==> src/rtl/cp0_defs.sv <==
// rtl/cp0_defs.sv - shared CP0 register numbers, field positions and ExcCode values
package cp0_defs;

    localparam logic [4:0] REG_SR    = 5'd12;
    localparam logic [4:0] REG_CAUSE = 5'd13;
    localparam logic [4:0] REG_EPC   = 5'd14;
    localparam logic [4:0] REG_PRID  = 5'd15;

    localparam int SR_IE        = 0;
    localparam int SR_EXL       = 1;
    localparam int SR_IM_LO     = 10;
    localparam int SR_IM_HI     = 15;
    localparam int CAUSE_EXC_LO = 2;
    localparam int CAUSE_EXC_HI = 6;
    localparam int CAUSE_IP_LO  = 10;
    localparam int CAUSE_IP_HI  = 15;
    localparam int CAUSE_BD     = 31;

    localparam logic [4:0] EXC_INT  = 5'd0;
    localparam logic [4:0] EXC_ADEL = 5'd4;
    localparam logic [4:0] EXC_ADES = 5'd5;
    localparam logic [4:0] EXC_RI   = 5'd10;
    localparam logic [4:0] EXC_OV   = 5'd12;

    // A delay-slot fault restarts at the branch so the branch is re-executed.
    function automatic logic [31:0] epc_target(input logic [31:0] pc, input logic bd);
        logic [31:0] pc_aligned;
        pc_aligned = pc & 32'hFFFF_FFFC;
        return bd ? (pc_aligned - 32'd4) : pc_aligned;
    endfunction

endpackage

==> src/rtl/cp0_req_logic.sv <==
// rtl/cp0_req_logic.sv - combinational interrupt/exception request decision
module cp0_req_logic
    import cp0_defs::*;
(
    input  logic [5:0] hwint_i,
    input  logic [5:0] im_i,
    input  logic       ie_i,
    input  logic       exl_i,
    input  logic [4:0] exccode_m_i,
    output logic       int_pend_o,
    output logic       exc_pend_o,
    output logic       int_req_o,
    output logic [4:0] exccode_next_o
);

    always_comb begin
        int_pend_o     = (|(hwint_i & im_i)) & ie_i & ~exl_i;
        exc_pend_o     = (exccode_m_i != EXC_INT) & ~exl_i;
        int_req_o      = int_pend_o | exc_pend_o;
        exccode_next_o = int_pend_o ? EXC_INT : exccode_m_i;
    end

endmodule

==> src/rtl/cp0_unit.sv <==
// rtl/cp0_unit.sv - MIPS coprocessor 0: SR/Cause/EPC/PRId, exception capture, mfc0/mtc0/eret
module cp0_unit
    import cp0_defs::*;
#(
    parameter logic [31:0] PRID       = 32'h0019_1116,
    parameter logic [31:0] HANDLER_PC = 32'h0000_4180
) (
    input  logic        Clk,
    input  logic        Reset,
    input  logic [4:0]  A1,
    input  logic [4:0]  A2,
    input  logic [31:0] DIn,
    input  logic        WE,
    input  logic [31:0] PCM,
    input  logic        BDM,
    input  logic [4:0]  ExcCodeM,
    input  logic        EretM,
    input  logic [5:0]  HWInt,
    output logic        IntReq,
    output logic [31:0] HandlerPC,
    output logic [31:0] EPCOut,
    output logic [31:0] DOut
);

    logic [5:0]  im_q, im_d;
    logic        exl_q, exl_d;
    logic        ie_q, ie_d;
    logic        bd_q, bd_d;
    logic [5:0]  ip_q, ip_d;
    logic [4:0]  exc_q, exc_d;
    logic [31:0] epc_q, epc_d;

    logic        int_pend;
    logic        exc_pend;
    logic [4:0]  exc_next;

    cp0_req_logic u_req (
        .hwint_i        (HWInt),
        .im_i           (im_q),
        .ie_i           (ie_q),
        .exl_i          (exl_q),
        .exccode_m_i    (ExcCodeM),
        .int_pend_o     (int_pend),
        .exc_pend_o     (exc_pend),
        .int_req_o      (IntReq),
        .exccode_next_o (exc_next)
    );

    // Capture cancels the M instruction, so its mtc0/eret must not land.
    always_comb begin
        im_d  = im_q;
        exl_d = exl_q;
        ie_d  = ie_q;
        bd_d  = bd_q;
        ip_d  = HWInt;
        exc_d = exc_q;
        epc_d = epc_q;
        if (IntReq) begin
            exl_d = 1'b1;
            bd_d  = BDM;
            exc_d = exc_next;
            epc_d = epc_target(PCM, BDM);
        end else begin
            if (WE) begin
                case (A2)
                    REG_SR: begin
                        im_d  = DIn[SR_IM_HI:SR_IM_LO];
                        exl_d = DIn[SR_EXL];
                        ie_d  = DIn[SR_IE];
                    end
                    REG_EPC: epc_d = DIn & 32'hFFFF_FFFC;
                    default: ;
                endcase
            end
            if (EretM) begin
                exl_d = 1'b0;
            end
        end
    end

    always_ff @(posedge Clk or posedge Reset) begin
        if (Reset) begin
            im_q  <= '0;
            exl_q <= 1'b0;
            ie_q  <= 1'b0;
            bd_q  <= 1'b0;
            ip_q  <= '0;
            exc_q <= '0;
            epc_q <= '0;
        end else begin
            im_q  <= im_d;
            exl_q <= exl_d;
            ie_q  <= ie_d;
            bd_q  <= bd_d;
            ip_q  <= ip_d;
            exc_q <= exc_d;
            epc_q <= epc_d;
        end
    end

    always_comb begin
        DOut = '0;
        case (A1)
            REG_SR: begin
                DOut[SR_IM_HI:SR_IM_LO] = im_q;
                DOut[SR_EXL]            = exl_q;
                DOut[SR_IE]             = ie_q;
            end
            REG_CAUSE: begin
                DOut[CAUSE_BD]                  = bd_q;
                DOut[CAUSE_IP_HI:CAUSE_IP_LO]   = ip_q;
                DOut[CAUSE_EXC_HI:CAUSE_EXC_LO] = exc_q;
            end
            REG_EPC:  DOut = epc_q;
            REG_PRID: DOut = PRID;
            default:  DOut = '0;
        endcase
    end

    assign HandlerPC = HANDLER_PC;
    assign EPCOut    = epc_q;

endmodule
==> config.mk <==
export PLATFORM = sky130hd
export DESIGN_NAME = cp0_unit
export DESIGN_NICKNAME = d
export VERILOG_FILES = /design/src/rtl/cp0_defs.sv /design/src/rtl/cp0_req_logic.sv /design/src/rtl/cp0_unit.sv
export SDC_FILE = /design/constraint.sdc
export NUM_CORES = 1
export LEC_CHECK = 0
export ABC_CLOCK_PERIOD_IN_PS = 2450
export CAP_MARGIN = 25
export CORE_MARGIN = 2
export CORE_UTILIZATION = 41
export DETAILED_ROUTE_END_ITERATION = 16
export PLACE_DENSITY = 0.89
export SYNTH_ARGS = -nofsm -noshare
export SYNTH_HDL_FRONTEND = slang
export SYNTH_SLANG_ARGS = --single-unit
==> constraint.sdc <==
create_clock -name Clk -period 2.45 [get_ports Clk]
set_input_delay 0.49 -clock Clk [delete_from_list [all_inputs] [get_ports Clk]]
set_output_delay 0.49 -clock Clk [all_outputs]
set_load 0.03 [all_outputs]
## Word-level counts from Yosys, hierarchy flattened

Index checks and enable logic that the tools add are counted.

| storage, ports and cells | value |
|---|---|
| output and inout port bits | 97 |
| bits in registers | 52 |
| bits of input ports | 90 |
| word-level logic and storage cells | 45 |

| cells by class | value |
|---|---|
| $add $sub $neg | 1 |
| bitwise operators | 7 |
| equality and inequality tests | 6 |
| reduce and logical (&&, ||, !) cells | 9 |
| muxes and demuxes | 15 |

Operators with widths:

| operator | count |
|---|---|
| $mux 32 | 4 |
| $sub 32x3->32 const B | 1 |
| $eq 5x4->1 const B | 6 |
| $pmux 15 s2 | 1 |
| $pmux 6 s4 | 1 |
| $pmux 5 s3 | 1 |
| $and 6x6->6 | 1 |
| $pmux 2 s3 | 1 |
| $pmux 3 s2 | 1 |
| $reduce_bool 3->1 | 2 |
| $reduce_or 6->1 | 1 |
| $mux 5 | 1 |
| $reduce_bool 5->1 | 1 |
| $mux 1 | 4 |
| $reduce_and 2->1 | 2 |
| $reduce_bool 2->1 | 2 |
| $and 1x1->1 | 3 |
| $reduce_and 3->1 | 1 |
| $not 1->1 | 2 |
| $pmux 1 s2 | 1 |
| $or 1x1->1 | 1 |

## Longest topological paths before layout

| logic depth | value |
|---|---|
| word-level depth | 7 |
| gate-level depth with buffers | 6 |
| gate-level depth less buffers | 6 |

## Hierarchy

Synthesis repeated with hierarchy kept, for this count alone.

| unflattened totals | value |
|---|---|
| cell total of the unflattened synthesis | 405 |
| area total of the unflattened synthesis | 3542.1 sq um |

By module, submodules not included:

| module | cells an instance | area an instance (sq um) | times used |
|---|---|---|---|
| cp0_unit | 391 | 3428.3 | 1 |
| cp0_req_logic | 14 | 113.9 | 1 |

## Worst setup path after synthesis

OpenSTA, ideal clock, no wires.

| timing path | value |
|---|---|
| kind | input -> output |
| from | input port A1[0] |
| to | output port DOut[0] |
| stages | 3 |
| setup slack | 0.050 ns |
| arrival | 1.910 ns |
| data required time | 1.960 ns |
| buffers on the path | 2 |
| cells stage by stage | clkbuf_1 > clkbuf_1 > nor4_1 |

| between the ends | value |
|---|---|
| longest elaborated chain between the ends | 2 |

RTL lines:

| what | RTL line | RTL |
|---|---|---|
| start, declared | cp0_unit.sv:10 | `input logic [4:0] A1,` |
| $eq 5x4->1 | cp0_unit.sv:103 | `case (A1)` |
| $pmux 2 s3 (*) | cp0_unit.sv:103 |  |
| end, declared | cp0_unit.sv:22 | `output logic [31:0] DOut` |

Every way passes the cells marked *; elsewhere a longest branch is shown, timed or not.

## Worst setup path in the final report

| timing path | value |
|---|---|
| from | input port PCM[18] |
| to | register epc_q[25], in the netlist EPCOut[25] |

| between the ends | value |
|---|---|
| longest elaborated chain between the ends | 3 |

RTL lines:

| what | RTL line | RTL |
|---|---|---|
| start, declared | cp0_unit.sv:14 | `input logic [31:0] PCM,` |
| $sub 32x3->32 | cp0_defs.sv:29 | `return bd ? (pc_aligned - 32'd4) : pc_aligned;` |
| $mux 32 | cp0_defs.sv:29 |  |
| $mux 32 | cp0_unit.sv:58 | `if (IntReq) begin` |
| end signal, assigned | cp0_unit.sv:97 | `epc_q <= epc_d;` |
| end, declared | cp0_unit.sv:31 | `logic [31:0] epc_q, epc_d;` |

Every way passes these cells.
A chain may end at the register's enable or synchronous reset.

==> results_dict.tcl <==
set metrics [dict create \
    hpwl_mm 9.97 \
    avgRoutedWirePerCell_um 17.0 \
    ys.flop_type "dfrtp_1" \
    num_io_pins 187 \
    cts.htree.levels 2 \
    yosys-top-cells-area "dfrtp_1, mux2i_1, buf_4, nor4bb_1, o31ai_1" \
    grt_pass1_vias 3771 \
    postSynthAreaPerCell_um2 9.18 \
    yosysSeqAreaShare_pct 33.4 \
    p_leak_nw 2.51 \
    netlist_instances 408 \
    crit_slowest_cell "or4_1" \
    p_seq_share_pct 32.7 \
    multi_input_area_um2 2260 \
    ys_ff_latch 50 \
    start_kind "primary input" \
    drive_above_1_share_pct 23.1 \
    cts_made_buffers 5 \
    fin_skew_ps 2.52 \
    grt_pass1_wl_mm 18.8 \
    outcome "completed" \
    hp-class "primary input to flip-flop" \
    synth.most_common_cell "dfrtp_1" \
    grt_use_total_pct 23.7 \
    tightestPinTransition_ps 532 \
    timing.final.crit_share_pct 96.5 \
    vias 3884 \
    via_per_inst 5.48 \
    tritoncts "built" \
    p_int_mw 2.63 \
    fillers 704 \
    max-slew-margin-rel_pct 64.5 \
    synth.distinct_cells 47 \
    swShare_pct 43.0 \
    hold_violations 0 \
    regArea_um2 1250 \
    overflow 0 \
    clockBufferDepth 2 \
    start_util_pct 42.6 \
    netlist.area_leader.share_pct 33.4 \
    timing.final.crit_period_ps 2360 \
    ant_nets 0 \
    switchingPower_mw 1.98 \
    antenna_cells 0 \
    ys_top_cells_by_count "dfrtp_1, buf_4, mux2i_1" \
    critPathCaptureType "flip-flop" \
    die_h_um 99.6 \
    critPathArrivalTime_ps 2590 \
    syn-cell-area_um2 3750 \
    hold_slack_ps 361 \
    synth_enable_flop_cells 0 \
    cts_root_buf "clkbuf_8" \
    placed_cells 700 \
    setup_viol 0 \
    gp_congestion 0.906 \
    slew_violations 0 \
    cts_sinks 50 \
    die-area_um2 9920 \
    firstDrtPassIters 5 \
    core-area_um2 8810 \
    yosysTopAreaCell "dfrtp_1" \
    power.density_nw_per_um2 805 \
    comb_power_share_pct 54.1 \
    antenna_found_initial 0 \
    cpPeakStageDelay_ps 520 \
    fmax_mhz 423 \
    drc 0 \
    clk_pin_slew_worst_paths_ps 90 \
    final_core_util_pct 65.0 \
    p_clk_share_pct 13.1 \
    drt-initial-drc-count 286 \
    ys_async_sr_fraction_pct 100 \
    maxCapViolations 0 \
    rsz0062_at_grt "false" \
    layout.cells.non_filler 709 \
    crit_chain "clkdlybuf4s50_1, or3_4, or3_1, buf_4, or4_1, a31oi_1" \
    area_delta_synth_final_pct 52.7 \
    cp_max_fo 18 \
    die_w_um 99.6 \
    row_count 34 \
    clock_latency_ps 300 \
    required_ps 2670 \
    crit_type "primary input to flip-flop" \
    port_buffers 150 \
    final_nets 691 \
    yosysWarnings 0 \
    grt_max_degree 28 \
    drt-total-wl_mm 12.1 \
    ir_drop_uv 342 \
]
==> cells in the final DEF, fill, tap and decap left out, types with 6 or more instances in the layout <==
master	count
a21oi_1	9
a31oi_1	16
and2_1	14
buf_4	94
clkbuf_8	6
clkdlybuf4s50_1	116
conb_1	34
dfrtp_1	50
inv_1	6
mux2_2	11
mux2i_1	33
nand2_1	8
nand4_1	21
nor2_1	31
nor3b_1	6
nor4bb_1	16
o21ai_0	10
o31ai_1	22
or3_1	9
or4_1	14
xnor2_1	8
==> kinds of logic after synthesis <==
logic type	count (synthesis)	share of synthesized area (%)
DFF	50	33.4
other	2	0.200
and+or+nand+nor	152	26.3
adders and majority gates	1	0.334
AOI/OAI and AO/OA	76	13.6
xor gates and xnor gates	13	3.04
muxes	44	12.1
buffers and inverters	70	11.0
==> critical path: cells and delay by family <==
kind / cells / cell delay (ps)
buffers and inverters: 2 / 630
AO/OA/AOI/OAI: 1 / 190
AND/OR/NAND/NOR: 3 / 1270
==> power by group through the flow <==
stage	Combinational [mW]	Clock, mW	Sequential, mW
3_5_place_dp	2.47	0	1.51
4_1_cts	2.49	0.613	1.50
2_1_floorplan	1.01	0	1.88
3_3_place_gp	2.42	0	1.50
6_report	2.50	0.606	1.51
5_1_grt	2.64	0.656	1.54
==> state kept, by name, summed over array words and instances (netlist names) <==
register,cells
ip_q,6
exc_q,5
im_q,6
exl_q,1
ie_q,1
EPCOut,30
bd_q,1
==> stage by stage <==
step | setup TNS [ps] | cell area (um2) | setup WS, ps | power, mW
after global routing | 0 | 5720 | 7.17 | 4.84
final | 0 | 5720 | 85.9 | 4.61
after CTS | 0 | 5710 | 13.1 | 4.61
after global placement | -3010 | 5550 | -195 | 3.92
after detailed placement | -4310 | 5550 | -283 | 3.98
after floorplan | 0 | 3870 | 50.3 | 2.89
==> final cells by class <==
cell class,count,area share [%]
Inverter,8,0.547
Multi-Input combinational cell,320,39.4
Clock inverter,2,0.678
Tap cell,108,2.36
Clock buffer,6,1.44
Timing Repair Buffer,215,33.7
Sequential cell,50,21.9
==> routing by layer <==
metal	wire [um]	global-route usage, %
met3	767	2.67
met2	6200	41.6
met5	0	0
met1	4800	30.3
met4	310	8.32
==> repair_timing <==
action | 4_1_cts | 5_1_grt
pin swaps | 2 | 3
cloned | 0 | 0
setup buffers | 0 | 1
resized for setup | 8 | 6
setup endpoints to repair | 11 | 11
hold buffers | 0 | 0
==> worst paths after layout <==
| path | startpoint | to | slack [ps] | cells past startpoint |
|---|---|---|---|---|
| max | PCM[18] | EPCOut[25]$_DFFE_PP0P_ | 90 | 6 |
| min | HWInt[0] | ip_q[0]$_DFF_PP0_ | 360 | 1 |
| max reg2reg | im_q[1]$_DFFE_PP0P_ | EPCOut[11]$_DFFE_PP0P_ | 580 | 5 |
| min reg2reg | exc_q[0]$_DFFE_PP0P_ | exc_q[0]$_DFFE_PP0P_ | 490 | 1 |
| max in group asynchronous | Reset | im_q[5]$_DFFE_PP0P_ | 1380 | 3 |
| min in group asynchronous | Reset | im_q[4]$_DFFE_PP0P_ | 550 | 2 |
(Power assumes the default switching activity.)
